[config.mk]
export PLATFORM = sky130hd
export DESIGN_NAME = wam_mole
export DESIGN_NICKNAME = d
export VERILOG_FILES = /design/src/rtl/wam_pkg.sv /design/src/rtl/wam_lfsr.sv /design/src/rtl/wam_mole.sv
export SDC_FILE = /design/constraint.sdc
export NUM_CORES = 1
export LEC_CHECK = 0
export BUFFER_PORTS_ARGS = -buffer_cell sky130_fd_sc_hd__clkbuf_2
export CORE_MARGIN = 2
export CORE_UTILIZATION = 45
export CTS_BUF_LIST = sky130_fd_sc_hd__clkbuf_4 sky130_fd_sc_hd__clkbuf_8 sky130_fd_sc_hd__clkbuf_16
export CTS_CLUSTER_DIAMETER = 40
export DETAILED_ROUTE_END_ITERATION = 7
export HOLD_SLACK_MARGIN = 0.05
export PLACE_DENSITY = 0.71
export REMOVE_ABC_BUFFERS = 1
export SYNTH_ARGS = -nofsm -noshare
export SYNTH_HDL_FRONTEND = slang
export SYNTH_SLANG_ARGS = --single-unit
[constraint.sdc]
create_clock -name clk_19 -period 8.6 [get_ports clk_19]
set_input_delay 0.43 -clock clk_19 [delete_from_list [all_inputs] [get_ports clk_19]]
set_output_delay 0.43 -clock clk_19 [all_outputs]
set_load 0.05 [all_outputs]
[src/rtl/wam_pkg.sv]
// Shared types and constants for the mole generator: hole states, LFSR setup,
// counter width and the level-scaled time helper.
package wam_pkg;

    typedef enum logic [1:0] {
        HS_IDLE  = 2'd0,
        HS_UP    = 2'd1,
        HS_GRACE = 2'd2
    } hole_state_e;

    localparam int unsigned NHOLE_MAX = 8;
    localparam int unsigned LFSR_W    = 16;
    localparam int unsigned CNT_W     = 8;

    // Taps 16,14,13,11 of a right-shifting Fibonacci LFSR (bit 0 is tap 16)
    localparam logic [LFSR_W-1:0] LFSR_TAPS    = 16'h002D;
    localparam logic [LFSR_W-1:0] DEFAULT_SEED = 16'hACE1;

    // Level-scaled duration; a zero result would never expire, so it becomes 1
    function automatic logic [CNT_W-1:0] clamp_time(input int unsigned base,
                                                    input logic [1:0]  lvl);
        logic [CNT_W-1:0] t;
        t = CNT_W'(base >> lvl);
        return (t == '0) ? CNT_W'(1) : t;
    endfunction

endpackage

[src/rtl/wam_lfsr.sv]
// Free-running 16-bit Fibonacci LFSR that picks spawn candidates; it ignores the
// game enable so the sequence keeps moving between rounds.
module wam_lfsr
    import wam_pkg::*;
#(
    parameter logic [LFSR_W-1:0] SEED = DEFAULT_SEED
) (
    input  logic              clk_19,
    input  logic              clr_n,
    output logic [LFSR_W-1:0] q
);

    logic fb;

    assign fb = ^(q & LFSR_TAPS);

    always_ff @(posedge clk_19 or negedge clr_n) begin
        if (!clr_n) begin
            q <= SEED;
        end else begin
            q <= {fb, q[LFSR_W-1:1]};
        end
    end

endmodule

[src/rtl/wam_mole.sv]
// Mole generator: spawns moles into holes on a pseudo-random schedule, retires
// them on hits and flags a miss when a mole expires unhit.
module wam_mole
    import wam_pkg::*;
#(
    parameter int unsigned       NHOLE    = 8,
    parameter int unsigned       UP_BASE  = 96,
    parameter int unsigned       GAP_BASE = 64,
    parameter int unsigned       MAX_UP   = 3,
    parameter int unsigned       GRACE_T  = 2,
    parameter logic [LFSR_W-1:0] SEED     = DEFAULT_SEED
) (
    input  logic             clk_19,
    input  logic             clr_n,
    input  logic             en,
    input  logic [1:0]       level,
    input  logic [NHOLE-1:0] hit,
    output logic [NHOLE-1:0] holes,
    output logic [NHOLE-1:0] miss,
    output logic             busy
);

    localparam int unsigned      IDX_W    = (NHOLE > 1) ? $clog2(NHOLE) : 1;
    localparam int unsigned      ACT_W    = $clog2(NHOLE_MAX + 1);
    localparam logic [CNT_W-1:0] GRACE_LD = CNT_W'(GRACE_T);
    localparam logic [CNT_W-1:0] GAP_RST  = clamp_time(GAP_BASE, 2'd0);

    logic [LFSR_W-1:0] lfsr_q;
    logic [IDX_W-1:0]  cand;
    logic [CNT_W-1:0]  up_time;
    logic [CNT_W-1:0]  gap;
    logic [CNT_W-1:0]  timer_q;
    logic [CNT_W-1:0]  timer_d;
    logic [ACT_W-1:0]  act_cnt;
    logic              spawn;
    logic [NHOLE-1:0]  spawn_vec;
    logic [NHOLE-1:0]  active_q;
    logic [NHOLE-1:0]  active_d;
    logic [NHOLE-1:0]  up_d;
    logic [NHOLE-1:0]  miss_d;
    logic              unused_lfsr;

    wam_lfsr #(
        .SEED (SEED)
    ) u_lfsr (
        .clk_19 (clk_19),
        .clr_n  (clr_n),
        .q      (lfsr_q)
    );

    assign up_time     = clamp_time(UP_BASE, level);
    assign gap         = clamp_time(GAP_BASE, level);
    assign cand        = lfsr_q[IDX_W-1:0];
    assign unused_lfsr = ^lfsr_q[LFSR_W-1:IDX_W];

    // Moles in UP or GRACE both count against the concurrency limit
    always_comb begin
        act_cnt = '0;
        for (int i = 0; i < NHOLE; i++) begin
            act_cnt = act_cnt + ACT_W'(active_q[i]);
        end
    end

    assign spawn     = en && (timer_q == '0) && !active_q[cand] &&
                       (act_cnt < ACT_W'(MAX_UP));
    assign spawn_vec = spawn ? (NHOLE'(1) << cand) : '0;

    // Spawn timer parks at zero and retries every cycle until a spawn lands
    always_comb begin
        timer_d = timer_q;
        if (!en || spawn) begin
            timer_d = gap;
        end else if (timer_q != '0) begin
            timer_d = timer_q - CNT_W'(1);
        end
    end

    always_ff @(posedge clk_19 or negedge clr_n) begin
        if (!clr_n) begin
            timer_q <= GAP_RST;
        end else begin
            timer_q <= timer_d;
        end
    end

    for (genvar gi = 0; gi < NHOLE; gi++) begin : g_hole
        hole_state_e      st_q;
        hole_state_e      st_d;
        logic [CNT_W-1:0] cnt_q;
        logic [CNT_W-1:0] cnt_d;
        logic             up_c;
        logic             act_c;
        logic             miss_c;

        always_ff @(posedge clk_19 or negedge clr_n) begin
            if (!clr_n) begin
                st_q  <= HS_IDLE;
                cnt_q <= '0;
            end else begin
                st_q  <= st_d;
                cnt_q <= cnt_d;
            end
        end

        // A hit always beats a timeout landing on the same cycle
        always_comb begin
            st_d  = st_q;
            cnt_d = cnt_q;
            if (!en) begin
                st_d  = HS_IDLE;
                cnt_d = '0;
            end else begin
                unique case (st_q)
                    HS_IDLE: begin
                        if (spawn_vec[gi]) begin
                            st_d  = HS_UP;
                            cnt_d = up_time;
                        end
                    end
                    HS_UP: begin
                        if (hit[gi]) begin
                            st_d = HS_IDLE;
                        end else if (cnt_q == CNT_W'(1)) begin
                            st_d  = HS_GRACE;
                            cnt_d = GRACE_LD;
                        end else begin
                            cnt_d = cnt_q - CNT_W'(1);
                        end
                    end
                    HS_GRACE: begin
                        if (hit[gi] || (cnt_q == CNT_W'(1))) begin
                            st_d = HS_IDLE;
                        end else begin
                            cnt_d = cnt_q - CNT_W'(1);
                        end
                    end
                    default: begin
                        st_d  = HS_IDLE;
                        cnt_d = '0;
                    end
                endcase
            end
        end

        always_comb begin
            up_c   = (st_d == HS_UP);
            act_c  = (st_d != HS_IDLE);
            miss_c = en && (st_q == HS_GRACE) && !hit[gi] && (cnt_q == CNT_W'(1));
        end

        assign up_d[gi]     = up_c;
        assign active_d[gi] = act_c;
        assign miss_d[gi]   = miss_c;
        assign active_q[gi] = (st_q != HS_IDLE);
    end

    // Outputs follow the state being entered, so holes aligns with UP exactly
    always_ff @(posedge clk_19 or negedge clr_n) begin
        if (!clr_n) begin
            holes <= '0;
            miss  <= '0;
            busy  <= 1'b0;
        end else begin
            holes <= up_d;
            miss  <= miss_d;
            busy  <= |active_d;
        end
    end

endmodule

==> Word-level counts from Yosys, hierarchy flattened <==
Cells that the tools add are included.
{ "totals": {"ff_bits": 121, "in_bits": 13, "out_inout_bits": 17, "word_cells": 286} }
{ "classes": {"n_addsub": 16, "order_cmp": 2, "eq_ne": 56, "n_shift": 3, "muxes": 103, "n_reduce_logical": 85} }
{ "ops": {"columns": ["op", "count"], "rows": [
  ["two-way mux 8 bit", 45],
  ["case mux 8 bit (3 select lines)", 8],
  ["two-way mux 2 bit", 40],
  ["inequality test 3 bit, second input constant", 24],
  ["subtractor 8 x 1 -> 8 bit, second input constant", 9],
  ["equality test 8 x 1 -> 1 bit, second input constant", 8],
  ["case mux 2 bit (3 select lines)", 8],
  ["nonzero test 2 bit", 17],
  ["equality test 2 x 1 -> 1 bit, second input constant", 16],
  ["logical AND 1 bit", 27],
  ["zero test 8 bit", 3],
  ["AND reduction 3 bit", 8],
  ["adder 4 x 1 -> 4 bit", 4],
  ["equality test 2 bit, second input constant", 8],
  ["zero test 2 bit", 8],
  ["parity 16 bit", 1],
  ["right shift 7 x 2 -> 8 bit, first input constant", 2],
  ["zero test 1 bit", 10],
  ["logical OR 1 bit", 9],
  ["nonzero test 8 bit", 1],
  ["OR reduction 8 bit", 1],
  ["left shift 1 x 3 -> 8 bit, first input constant", 1],
  ["adder 3 x 1 -> 4 bit", 1],
  ["< comparator 3 x 4 -> 1 bit, second input constant", 1],
  ["5 further kinds", 5]
]} }

==> Logic depth before layout (Yosys ltp) <==
{ "logic_depth": {"ltp_word": 16, "ltp_mapped": 16, "depth_no_buf": 14} }

==> By module <==
Synthesis repeated with hierarchy kept, for this count alone.
{ "hier_totals": {"hier_cells": 821, "area_unflattened_um2": 7159.4} }
{ "modules_own_cells": {"columns": ["mod", "n_inst", "cells_each", "area_per_inst_um2", "seq_area_each_um2"], "rows": [
  ["wam_mole", 1, 802, 6722.7, 2628.8],
  ["wam_lfsr", 1, 19, 436.7, 410.4]
]} }

==> Worst setup path before layout <==
Ideal clock, no wire load.
{ "synth_timing": {"kind": "register -> register", "startpoint": "register g_hole[0].st_q[1]", "endpoint": "register g_hole[7].cnt_q[7]", "setup_time_ps": 69, "arrival_ps": 4571, "required_time_ps": 8531, "slack_ps": 3960, "path_stages_with_launch": 16, "path_buffers": 2, "synth_period_minus_slack_ps": 4640, "path_cell_list": "dfrtp_1 -> clkbuf_1 -> nor2_1 -> fa_1 -> inv_1 -> fa_1 -> fa_1 -> ha_1 -> fa_1 -> nand2_1 -> nand3_1 -> or3_1 -> buf_2 -> o31a_1 -> or4_1 -> nand3_1"} }
{ "synth_between": {"elab_chain_cells": 13, "elab_cells_between_ends": 17, "classes_between": "7 x add/sub; 1 x order compare; 1 x eq/ne; 3 x mux; 5 x reduce/logical"} }
{ "synth_lines": {"columns": ["item", "line_no", "text"], "rows": [
  ["start: declaration", "wam_mole.sv:87", "hole_state_e st_q;"],
  ["start signal: assignment", "wam_mole.sv:100", "st_q <= st_d;"],
  ["nonzero test 2 bit (*)", "wam_mole.sv:154", "assign active_q[gi] = (st_q != HS_IDLE);"],
  ["adder 1 x 1 -> 2 bit", "wam_mole.sv:60", "act_cnt = act_cnt + ACT_W'(active_q[i]);"],
  ["adder 2 x 1 -> 3 bit", "wam_mole.sv:60", null],
  ["adder 3 x 1 -> 4 bit", "wam_mole.sv:60", null],
  ["adder 4 x 1 -> 4 bit (4 in series)", "wam_mole.sv:60", null],
  ["< comparator 4 x 2 -> 1 bit", "wam_mole.sv:65", "(act_cnt < ACT_W'(MAX_UP));"],
  ["logical AND 1 bit (*)", "wam_mole.sv:64", "assign spawn = en && (timer_q == '0) && !active_q[cand] &&"],
  ["two-way mux 8 bit (*)", "wam_mole.sv:66", "assign spawn_vec = spawn ? (NHOLE'(1) << cand) : '0;"],
  ["inequality test 3 bit (no source line) (*)", null, null],
  ["AND reduction 3 bit (no source line) (*)", null, null],
  ["end signal: assignment", "wam_mole.sv:101", "cnt_q <= cnt_d;"],
  ["end: declaration", "wam_mole.sv:89", "logic [CNT_W-1:0] cnt_q;"]
]} }
Every way passes the cells marked *; elsewhere a longest branch is shown, timed or not. The select of a mux whose other input is x is not followed.
A chain may end at the register's enable or synchronous reset.

==> Worst setup path after layout <==
{ "layout_timing": {"startpoint": "register g_hole[0].st_q[1]", "endpoint": "register g_hole[4].cnt_q[7]"} }
{ "layout_between": {"elab_chain_cells": 13, "elab_cells_between_ends": 17, "classes_between": "7 x add/sub; 1 x order compare; 1 x eq/ne; 3 x mux; 5 x reduce/logical"} }
{ "layout_lines": {"columns": ["item", "line_no"], "rows": [
  ["nonzero test 2 bit (*)", "wam_mole.sv:154"],
  ["adder 1 x 1 -> 2 bit", "wam_mole.sv:60"],
  ["adder 2 x 1 -> 3 bit", "wam_mole.sv:60"],
  ["adder 3 x 1 -> 4 bit", "wam_mole.sv:60"],
  ["adder 4 x 1 -> 4 bit (4 in series)", "wam_mole.sv:60"],
  ["< comparator 4 x 2 -> 1 bit", "wam_mole.sv:65"],
  ["logical AND 1 bit (*)", "wam_mole.sv:64"],
  ["two-way mux 8 bit (*)", "wam_mole.sv:66"],
  ["inequality test 3 bit (no source line) (*)", null],
  ["AND reduction 3 bit (no source line) (*)", null],
  ["end signal: assignment", "wam_mole.sv:101"],
  ["end: declaration", "wam_mole.sv:89"]
]} }
Marks and branches as above.

==> flow_metrics.py <==
metrics = {
    "clock_network": {
        "cts_resized": 0,
        "clock_path_buffers": 2,
        "cts_tree": "done",
        "clk_pin_slew_ns": 0.06,
        "hold_buffers": 1,
        "post_cts.repair.setup_buffers": 0,
        "root_buffer": "clkbuf_16",
        "clock_latency_ns": 0.43,
        "cts_sinks": 121,
        "cts_htree_levels": 4,
        "cts_made_buffers": 17,
    },
    "route": {
        "vias_per_cell": 5.75,
        "drt_wl_total_microns": 17700,
        "vias": 6193,
        "initialDrtViolationCount": 541,
        "wl_per_cell_microns": 16.4,
        "first_pass_iters": 5,
        "ant_nets": 0,
        "drc": 0,
    },
    "worst_setup_path": {
        "reg2reg_from": "g_hole[0].st_q[1]",
        "cp.required_ns": 8.96,
        "reg2reg_slack_ns": 3.10,
        "path_max_fanout": 13,
        "r2r_cells": 13,
        "crit_path_end_kind": "register",
        "r2r_end": "g_hole[4].cnt_q[7]",
        "critPathKind": "register to register",
        "start_kind": "register",
        "cp_data_arrival_time_ns": 5.86,
    },
    "placement": {
        "dpl_cell_area_sq_mm": 0.00758,
        "pre_cts_slack_ns": 3.16,
        "routabilityCongestion": 0.842,
        "place.port_buffers": 29,
        "hpwl_microns": 12000,
    },
    "floorplanning": {
        "io_pins": 30,
        "placementRows": 46,
        "core_sq_mm": 0.0158,
        "die_w_microns": 131,
        "die_h_microns": 131,
        "die-area_sq_mm": 0.0172,
        "start_util_pct": 46.0,
    },
    "synth": {
        "synth_cell_types": 64,
        "yosysTopAreaCellShare_pct": 38.5,
        "yosysTopAreaCell": "dfrtp_1",
        "synth-edff-count": 0,
        "synth_async_sr_flop_share_pct": 100,
        "ys_seq_area_share_pct": 41.8,
        "netlist_top_cells_area": "dfrtp_1 39%, nand2_1 5.0%, o21ai_0 4.9%",
        "postSynthCellCount": 827,
        "ys_warn_count": 0,
        "netlist_area_sq_mm": 0.00727,
        "ys_ff_latch": 121,
        "synth_flop_cell": "dfrtp_1",
        "synth_area_per_cell_sq_um": 8.80,
    },
    "sta": {
        "tns_ns": 0,
        "fin_skew_ns": 0.0150,
        "drv_slew": 0,
        "min_period_ns": 5.50,
        "setup_violations": 0,
        "final_hold_viol_count": 0,
        "relSlewSlack_pct": 16.8,
        "rsz0062_at_grt": "false",
        "max_slew.worst_pin.slew_ns": 1.23,
        "fin_crit_sh_pct": 64.0,
        "setup_slack_ns": 3.10,
        "max_freq_ghz": 0.182,
        "hold_ws_ns": 0.347,
    },
    "global_routing": {
        "grt_pass1_wl_microns": 29600,
        "grt_max_degree": 74,
        "gr-usage-all-layers_pct": 21.3,
        "grt_overflow": 0,
        "grt_pass1_vias": 5851,
        "antenna_found_initial": 0,
    },
    "cells_and_area": {
        "num_antenna_cells": 0,
        "final_cell_mix": "112 x dfrtp_1, 96 x nand2_1, 71 x o21ai_0, 62 x nor2_1",
        "num-fill-cells": 1473,
        "final_common_cell": "dfrtp_1",
        "drive_gt1_share_pct": 10.7,
        "design_area_sq_mm": 0.00825,
        "layout.nets": 891,
        "syn2layout_area_growth_pct": 13.4,
    },
    "hold_path": {
        "hp-class": "register to register",
        "hold_depth": 0,
        "min-delay-start": "u_lfsr.q[4]",
        "whs_endpoint": "u_lfsr.q[3]",
    },
    "power_and_ir_drop": {
        "powerDensity_mw_per_mm2": 204,
        "p_leak_nw": 3.76,
        "max-vdd-ir-drop_uv": 151,
        "finalPower_mw": 1.68,
    },
    "job": {
        "maxCapViolations": 0,
    },
    "status": {
        "status": "completed",
    },
}
==> area by class of cell <==
type / count / area (sq um) / share of cell area [%]
Clock buffer: 22 / 488 / 5.92
Tap cell: 216 / 270 / 3.28
Inverter: 43 / 161 / 1.96
Sequential cell: 121 / 3040 / 36.8
Timing Repair Buffer: 32 / 173 / 2.09
Multi-Input combinational cell: 633 / 3950 / 47.9
Clock inverter: 10 / 165 / 2.00
==> report_power, final <==
| part | switching, mW | internal [mW] |
|---|---|---|
| clock network | 0.265 | 0.519 |
| logic | 0.162 | 0.101 |
| registers | 0.0347 | 0.602 |
==> state kept, by name, indices dropped and copies added (netlist names) <==
name / count
busy: 1
g_hole.cnt_q: 64
g_hole.st_q: 16
holes: 8
miss: 8
timer_q: 8
u_lfsr.q: 16
==> synthesized netlist by cell type (3+ instances only) <==
master     number
dfrtp_1       112
nand2_1        96
o21ai_0        71
nor2_1         62
a21oi_1        43
inv_1          43
nand2b_1       31
nor3_1         29
ha_1           26
clkbuf_1       25
nor2b_1        23
nand3_1        22
a22oi_1        18
a21o_1         15
o31ai_1        14
xnor2_1        14
or4_1          13
a31oi_1        12
xor2_1         12
a2bb2oi_1       9
a32oi_1         9
dfstp_2         9
nor4_1          9
or3_1           9
or2_2           8
nand3b_1        7
nand4_1         6
a21boi_0        5
a32o_1          5
o2bb2ai_1       5
fa_1            4
o21ai_1         4
a22o_1          3
and2_1          3
and3_1          3
mux2i_1         3
o22ai_1         3
o311ai_0        3
o32a_1          3
or3b_2          3
==> per-stage QoR <==
stage / utilization [%] / instances
after CTS: 52.1 / 1077
final: 52.1 / 1077
after global placement: 47.9 / 1044
after detailed placement: 47.9 / 1044
after floorplan: - / 797
after global routing: 52.1 / 1077
==> cells by family after synthesis <==
family | after synthesis | share of synthesized area [%]
AOI/OAI and AO/OA | 242 | 21.8
xor gates and xnor gates | 26 | 3.13
adders and majority gates | 30 | 5.57
buffers and inverters | 73 | 3.90
DFF | 121 | 41.8
muxes | 5 | 0.877
and+or+nand+nor | 330 | 22.9
==> routing by layer <==
| layer | wire (microns) | global-route usage (%) |
|---|---|---|
| met4 | 438 | 8.64 |
| met3 | 921 | 4.21 |
| met1 | 8040 | 28.9 |
| met2 | 8290 | 33.5 |
| met5 | 0 | 0 |
==> worst max-delay path: stages, from the launching register on <==
cell,delay [ns]
dfrtp_1,0.47
nor2_1,0.55
fa_1,0.54
inv_1,0.10
fa_1,0.42
fa_1,0.49
ha_1,0.25
fa_1,0.50
nand2_1,0.08
nand3_1,0.10
nor3_2,0.74
a31oi_1,0.51
or4_1,0.62
nand3_1,0.09
==> worst max-delay path by stage <==
stage,to,slack [ns],startpoint
after floorplan,g_hole[4].cnt_q[7],3.94,g_hole[3].st_q[1]
after global placement,g_hole[4].cnt_q[7],3.29,g_hole[3].st_q[1]
after detailed placement,g_hole[4].cnt_q[7],3.16,g_hole[0].st_q[1]
after CTS,g_hole[4].cnt_q[7],3.13,g_hole[0].st_q[1]
after global routing,g_hole[4].cnt_q[7],2.80,g_hole[0].st_q[1]
final,g_hole[4].cnt_q[7],3.10,g_hole[0].st_q[1]
(Power assumes the default switching activity.)
